`config.mk`:
```
export PLATFORM = sky130hd
export DESIGN_NAME = mmc1_serial_regfile
export DESIGN_NICKNAME = d
export VERILOG_FILES = /design/src/rtl/mmc1_serial_regfile_pkg.sv /design/src/rtl/mmc1_shift_loader.sv /design/src/rtl/mmc1_serial_regfile.sv
export SDC_FILE = /design/constraint.sdc
export NUM_CORES = 1
export LEC_CHECK = 0
export CAP_MARGIN = 10
export CELL_PAD_IN_SITES_DETAIL_PLACEMENT = 0
export CELL_PAD_IN_SITES_GLOBAL_PLACEMENT = 1
export CORE_MARGIN = 5
export CORE_UTILIZATION = 40
export CTS_BUF_LIST = sky130_fd_sc_hd__clkbuf_2 sky130_fd_sc_hd__clkbuf_4 sky130_fd_sc_hd__clkbuf_8
export DETAILED_ROUTE_END_ITERATION = 8
export HOLD_SLACK_MARGIN = 0.08
export PLACE_DENSITY = 0.95
export REMOVE_ABC_BUFFERS = 1
export SLEW_MARGIN = 0
export SYNTH_ARGS = -nofsm -noshare
export SYNTH_HDL_FRONTEND = slang
export SYNTH_SLANG_ARGS = --single-unit
```
`constraint.sdc`:
```
create_clock -name ck -period 4.9 [get_ports ck]
set_clock_uncertainty 0.1 [all_clocks]
set_input_delay 0.98 -clock ck [delete_from_list [all_inputs] [get_ports ck]]
set_output_delay 0.98 -clock ck [all_outputs]
set_load 0.01 [all_outputs]
```
`src/rtl/mmc1_serial_regfile_pkg.sv`:
```
// Shared constants and types for the MMC1 serial-load register file.
package mmc1_pkg;

    localparam int MMC1_DATA_BIT  = 0;
    localparam int MMC1_RESET_BIT = 7;
    localparam int MMC1_SHIFT_W   = 5;

    localparam logic [MMC1_SHIFT_W-1:0] MMC1_CTRL_RESET_VAL = 5'h0C;

    typedef logic [MMC1_SHIFT_W-1:0] mmc1_shift_t;

    // Bit offset of register idx inside the flattened register file.
    function automatic int unsigned mmc1_reg_offset(input int unsigned idx, input int unsigned width);
        return idx * width;
    endfunction

endpackage

```
`src/rtl/mmc1_shift_loader.sv`:
```
// Serial load front end: LSB-first shift register, bit counter, reset-write
// decode and the optional consecutive-write filter
// (macro MMC1_CONSEC_WRITE_FILTER_EN).
module mmc1_shift_loader
    import mmc1_pkg::*;
#(
    parameter int SHIFT_W = MMC1_SHIFT_W
) (
    input  logic               ck,
    input  logic               res,
    input  logic               wr_en,
    input  logic [7:0]         wr_data,
    output logic               commit,
    output logic [SHIFT_W-1:0] commit_data,
    output logic               reset_wr,
    output logic [2:0]         shift_cnt
);

    localparam logic [2:0] LAST_CNT = 3'(SHIFT_W - 1);

    logic [SHIFT_W-1:0] shift_q, shift_d;
    logic [2:0]         cnt_q, cnt_d;
    logic               accept;
    logic               unused_wr_data;

    // Only the reset bit and the data bit carry meaning.
    assign unused_wr_data = ^wr_data;

`ifdef MMC1_CONSEC_WRITE_FILTER_EN
    logic prev_wr_q;

    // Remember last cycle's strobe so the second write of a RMW pair is dropped.
    always_ff @(posedge ck or posedge res) begin
        if (res) prev_wr_q <= 1'b0;
        else     prev_wr_q <= wr_en;
    end

    assign accept = wr_en & ~prev_wr_q;
`else
    assign accept = wr_en;
`endif

    // Decode the accepted write into shift, commit or reset-write.
    always_comb begin
        shift_d     = shift_q;
        cnt_d       = cnt_q;
        commit      = 1'b0;
        reset_wr    = 1'b0;
        commit_data = {wr_data[MMC1_DATA_BIT], shift_q[SHIFT_W-1:1]};
        if (accept) begin
            if (wr_data[MMC1_RESET_BIT]) begin
                reset_wr = 1'b1;
                shift_d  = '0;
                cnt_d    = '0;
            end else if (cnt_q == LAST_CNT) begin
                commit  = 1'b1;
                shift_d = '0;
                cnt_d   = '0;
            end else begin
                shift_d = commit_data;
                cnt_d   = cnt_q + 3'd1;
            end
        end
    end

    // Shift register and bit counter.
    always_ff @(posedge ck or posedge res) begin
        if (res) begin
            shift_q <= '0;
            cnt_q   <= '0;
        end else begin
            shift_q <= shift_d;
            cnt_q   <= cnt_d;
        end
    end

    assign shift_cnt = cnt_q;

endmodule

```
`src/rtl/mmc1_serial_regfile.sv`:
```
// MMC1 serial-load register file: register bank, commit pulse and index.
// Optional consecutive-write filter lives in the loader, enabled by
// defining MMC1_CONSEC_WRITE_FILTER_EN.
module mmc1_serial_regfile
    import mmc1_pkg::*;
#(
    parameter int                 SHIFT_W        = 5,
    parameter int                 NUM_REGS       = 4,
    parameter int                 SEL_W          = 2,
    parameter logic [SHIFT_W-1:0] CTRL_RESET_VAL = SHIFT_W'(MMC1_CTRL_RESET_VAL)
) (
    input  logic                         ck,
    input  logic                         res,
    input  logic                         wr_en,
    input  logic [SEL_W-1:0]             wr_sel,
    input  logic [7:0]                   wr_data,
    output logic [NUM_REGS*SHIFT_W-1:0]  reg_q,
    output logic                         load_done,
    output logic [SEL_W-1:0]             load_idx,
    output logic [2:0]                   shift_cnt
);

    localparam logic [NUM_REGS-1:0][SHIFT_W-1:0] REGS_RST = (NUM_REGS*SHIFT_W)'(CTRL_RESET_VAL);

    logic [NUM_REGS-1:0][SHIFT_W-1:0] regs_q, regs_d;
    logic                             load_done_q, load_done_d;
    logic [SEL_W-1:0]                 load_idx_q, load_idx_d;
    logic                             commit;
    logic                             reset_wr;
    logic [SHIFT_W-1:0]               commit_data;

    mmc1_shift_loader #(
        .SHIFT_W (SHIFT_W)
    ) u_loader (
        .ck          (ck),
        .res         (res),
        .wr_en       (wr_en),
        .wr_data     (wr_data),
        .commit      (commit),
        .commit_data (commit_data),
        .reset_wr    (reset_wr),
        .shift_cnt   (shift_cnt)
    );

    // Apply a commit to the selected register or OR the reset value into register 0.
    always_comb begin
        regs_d      = regs_q;
        load_done_d = 1'b0;
        load_idx_d  = load_idx_q;
        if (reset_wr) begin
            regs_d[0] = regs_q[0] | CTRL_RESET_VAL;
        end
        if (commit) begin
            regs_d[wr_sel] = commit_data;
            load_done_d    = 1'b1;
            load_idx_d     = wr_sel;
        end
    end

    // Register bank and commit status flops.
    always_ff @(posedge ck or posedge res) begin
        if (res) begin
            regs_q      <= REGS_RST;
            load_done_q <= 1'b0;
            load_idx_q  <= '0;
        end else begin
            regs_q      <= regs_d;
            load_done_q <= load_done_d;
            load_idx_q  <= load_idx_d;
        end
    end

    assign reg_q     = regs_q;
    assign load_done = load_done_q;
    assign load_idx  = load_idx_q;

endmodule

```
==> Word-level counts from Yosys, hierarchy flattened <==
Index checks and enable logic that the tools add are counted.
{ "word_totals": {"ff_bits": 31, "out_inout_bits": 26, "word_cells": 28} }
{ "classes": {"n_reduce_logical": 1, "eq_ne": 1, "mux": 15, "n_addsub": 1, "order_cmp": 2} }
{ "ops": {"columns": ["op", "n"], "rows": [
  ["bitwise mux 20 bit", 1],
  ["2-to-1 mux 5 bit", 4],
  ["demux 5 bit (select 2 bit)", 1],
  ["2-to-1 mux 1 bit", 6],
  ["2-to-1 mux 3 bit", 2],
  ["2-to-1 mux 4 bit", 1],
  ["adder 3 x 1 -> 3 bit, second input constant", 1],
  ["equality test 3 bit, second input constant", 1],
  ["less-than comparator 2 x 3 -> 1 bit, second input constant", 1],
  [">= comparator 2 x 1 -> 1 bit, second input constant", 1],
  ["logical AND 1 bit", 1]
]} }

==> Longest topological paths before layout <==
{ "logic_depth": {"ltp_word": 6, "depth_mapped": 7, "ltp_nobuf": 6} }

==> Cells and area by module <==
From an unflattened synthesis, not the netlist that was laid out.
{ "hier_totals": {"cells_unflattened": 89, "hier_area_um2": 1242.4} }
{ "modules_own_cells": {"columns": ["module", "instances", "cells_each", "area_each_um2"], "rows": [
  ["mmc1_serial_regfile", 1, 54, 880.8],
  ["mmc1_shift_loader", 1, 35, 361.6]
]} }

==> Worst setup path after synthesis <==
No wires, ideal clock.
{ "synth_timing": {"path_type": "input-to-reg", "start": "in wr_data[7]", "end": "reg regs_q, in the netlist reg_q[0]", "t_arrival_ns": 1.929, "path_buffers": 1, "slack_ns": 2.746, "path_stages": 4, "required_time_ns": 4.675, "cell_sequence": "nand4b_4 > or3_1 > buf_2 > mux2_4"} }
{ "synth_via": {"elab_chain_cells": 3} }
{ "synth_rtl": {"columns": ["element", "line_no", "text"], "rows": [
  ["start: declaration", "mmc1_serial_regfile.sv:16", "input logic [7:0] wr_data,"],
  ["2-to-1 mux 1 bit", "mmc1_shift_loader.sv:51", "if (wr_data[MMC1_RESET_BIT]) begin"],
  ["2-to-1 mux 1 bit", "mmc1_shift_loader.sv:50", "if (accept) begin"],
  ["2-to-1 mux 5 bit", "mmc1_serial_regfile.sv:53", "if (commit) begin"],
  ["end signal: assignment", "mmc1_serial_regfile.sv:67", "regs_q <= regs_d;"],
  ["end: declaration", "mmc1_serial_regfile.sv:25", "logic [NUM_REGS-1:0][SHIFT_W-1:0] regs_q, regs_d;"]
]} }
Every way passes these cells.
A chain may end at the register's enable or synchronous reset.

==> Worst setup path after layout <==
{ "layout_timing": {"start": "in wr_en", "end": "reg regs_q, in the netlist reg_q[10]"} }
{ "layout_via": {"elab_chain_cells": 1} }
{ "layout_rtl": {"columns": ["element", "line_no", "text"], "rows": [
  ["start: declaration", "mmc1_serial_regfile.sv:14", "input logic wr_en,"],
  ["2-to-1 mux 1 bit", "mmc1_shift_loader.sv:50", null]
]} }
Every way passes these cells.

==> summary.txt <==
Logic synthesis
  – XOR/XNOR share of the synthesized area: 0%
  – Synth Register Bits: 30
  – Synth Warn #: 0
  – Synth Area in Adders: 2.03%
  – Yosys top cell by area: dfrtp_1
  – Register area share after synthesis: ~61%
  – Post-Syn Area: about 0.0012 sq mm
  – Post-Synthesis Cells: 87
  – Syn Area/Cell: 14.2 sq um
  – Synth cell types: 20
  – Main combinational cell family by area after synthesis: multiplexers
  – Simple-Gate Fraction of Synth Area: 8.33%
  – Post-synthesis mux area share: about 20%
  – Top-area cell type share of the netlist area: 56.9%
  – Synth area leaders: dfrtp_1 57%, mux2_2 15%, dfstp_2 4.3%
  – Post-synthesis compound-gate area fraction: under 10%

Clocking
  – CTS resizes: 0
  – Root buf cell: clkbuf_4
  – Htree depth: 2
  – Clock Pin Slew Worst Setup and Hold Paths: about 0.09 ns
  – CTS sink cnt: 30
  – Clock buffer count from CTS: 5
  – Number of hold buffers added after cts: 0
  – CTS tree: done
  – Clk Latency, worst-skew pair: approximately 0.32 ns
  – CTS max path bufs: 2
  – Post-CTS setup buffers: 0

Setup path
  – Critical path required time: between 5 and 6 ns
  – Reg2reg start: u_loader.shift_cnt[0]$_DFFE_PP0P_
  – Critical R2R Capture: reg_q[10]$_DFFE_PP0P_
  – Crit end category: register
  – Worst-path fanout max: 7
  – CP Launch Point: wr_en
  – WS Path Type: in2reg
  – Worst R2R Path Depth: 5
  – R2R setup slack: approximately 3.0 ns
  – Worst setup SP type: input port
  – Crit path arrival time: 2.65 ns

Drt
  – DRT iter0 DRCs: 10
  – Via-to-Cell Ratio: around 5.1
  – Final WL: 2400 um
  – Via Count: roughly 800
  – DRC Markers: 0
  – Wirelength per Cell: approximately 15 um
  – Final ANT Viol Nets: 0
  – Drt pass-1 iters: 4

Power and ir drop
  – Lkg Pwr: approximately 0.85 nW
  – Max rail drop VDD: approximately 220 uV
  – Pwr per Cell Area: ~350 mW/mm^2
  – Tot Pwr: 0.596 mW

STA
  – Fin crit period: about 2.5 ns
  – RSZ-0062 raised after global routing: no
  – Setup ws final: around 2.4 ns
  – Final-report hold violation count: 0
  – Worst-Margin Slew: ~0.60 ns
  – Max-slew violations: 0
  – Final period util: between 50% and 60%
  – Slew margin rel.: roughly 60%
  – Max Fclk: ~390 MHz
  – Setup TNS: 0 ns
  – Setup violations, final: 0
  – Final hold slack: 0.388 ns

Placement
  – Placed inst area: about 0.0016 sq mm
  – Worst slack, placed: around 2 ns
  – DP Cell Count: 150
  – HPWL Detailed: between 1500 and 2000 um
  – Port Buffer Count: 32
  – Final GP Congestion: roughly 0.78

Floorplan
  – Die area: between 0.004 and 0.005 sq mm
  – Starting Density: 41.0%
  – Io pins: 39
  – Chip Width: about 65 um
  – Core area: between 0.003 and 0.004 sq mm
  – Die height: 65.5 um
  – Row count: 20

Status
  – Status: finished clean

Worst hold path
  – Hold Path Sink: load_idx[1]$_DFFE_PP0P_
  – Hold Crit Class: reg2reg
  – HP Start: load_idx[1]$_DFFE_PP0P_
  – Worst hold path cell count: 2

Finish
  – Area Overhead vs Synth: 39.8%
  – Final Non-Filler Cells: between 150 and 200
  – # diodes: 0
  – Commonest non-fill, non-tap cells in the layout: 32 x clkdlybuf4s50_1, 28 x dfrtp_1, 16 x mux2_2
  – Fillcell total: 272
  – Multi-input logic area: approximately 440 sq um
  – Commonest non-fill, non-tap cell in the layout: clkdlybuf4s50_1
  – Layout Utilization: around 57%
  – Nets: 140
  – Design area: 0.00172 sq mm
  – Share of layout cells above drive strength 1: 26.2%
  – Storage element area: between 700 and 800 sq um

GRT
  – Total grt overflow: 0
  – First-pass GRT wire length: 3950 um
  – Total track usage: around 13%
  – Vias in the first global route: between 800 and 900
  – Initial antenna violation count: 0
  – Largest net degree at the start of global routing: 31

Job
  – Max_cap viols: 0
## cell usage after synthesis, drive strengths merged
master / n
dfstp: 2
nand4b: 1
nand2: 8
mux2i: 2
nor3: 1
buf: 2
ha: 2
inv: 7
and3: 1
nor3b: 2
a21oi: 2
dfrtp: 28
o22ai: 1
o21ai: 2
or3: 1
a21boi: 1
mux2: 19
nor2b: 1
a22o: 4
## layer usage
layer	GRT usage [%]	part of all wire, %	vias up
met5	0	0	-
met3	2.74	5.2	7
met1	15.2	45	394
met2	19.7	47	29
li1	-	-	383
met4	8.55	2.7	0
## registers in the layout (all words and copies together) (netlist names)
signal / cells
load_done: 1
load_idx: 2
reg_q: 20
u_loader.shift_cnt: 3
u_loader.shift_q: 4
## how the worst max path moves through the flow
stage	to	slack (ns)	depth (start not counted)
after floorplan	reg_q[0]$_DFFE_PP0P_	2.74	3
after global placement	reg_q[8]$_DFFE_PP0P_	2.04	4
after detailed placement	reg_q[12]$_DFFE_PP0P_	1.97	4
after CTS	reg_q[10]$_DFFE_PP0P_	2.36	4
after global routing	reg_q[10]$_DFFE_PP0P_	2.25	4
final	reg_q[10]$_DFFE_PP0P_	2.36	4
## power breakdown
group / internal (mW) / total (mW) / switching (mW) / leakage (nW)
Clock: 0.173 / 0.257 / 0.0841 / 0.0585
Sequential: 0.261 / 0.271 / 0.00979 / 0.406
Combinational: 0.0384 / 0.0683 / 0.0299 / 0.384
Total: 0.472 / 0.596 / 0.124 / 0.849
## critical path: stages
cell             delay [ns]
clkdlybuf4s50_1        0.64
nand4b_4               0.19
nor3b_2                0.45
mux2_2                 0.39
## logic make-up after synthesis
logic type | count (synthesis)
adder cells (fa/ha/maj) | 2
multiplexers | 21
flip-flops | 30
AO/OA/AOI/OAI | 10
AND/OR/NAND/NOR | 15
buffers and inverters | 9
## final cells by class
type                       instances  share of cell area, %
sequential                        30                   43.8
multi-input combinational         48                   25.7
timing repair buffer              33                   20.2
clock inverter                     2                   3.49
clock buffer                       6                   2.98
tap                               33                   2.40
inverter                           7                   1.53
Note: power is estimated with default switching activity, not from simulation.
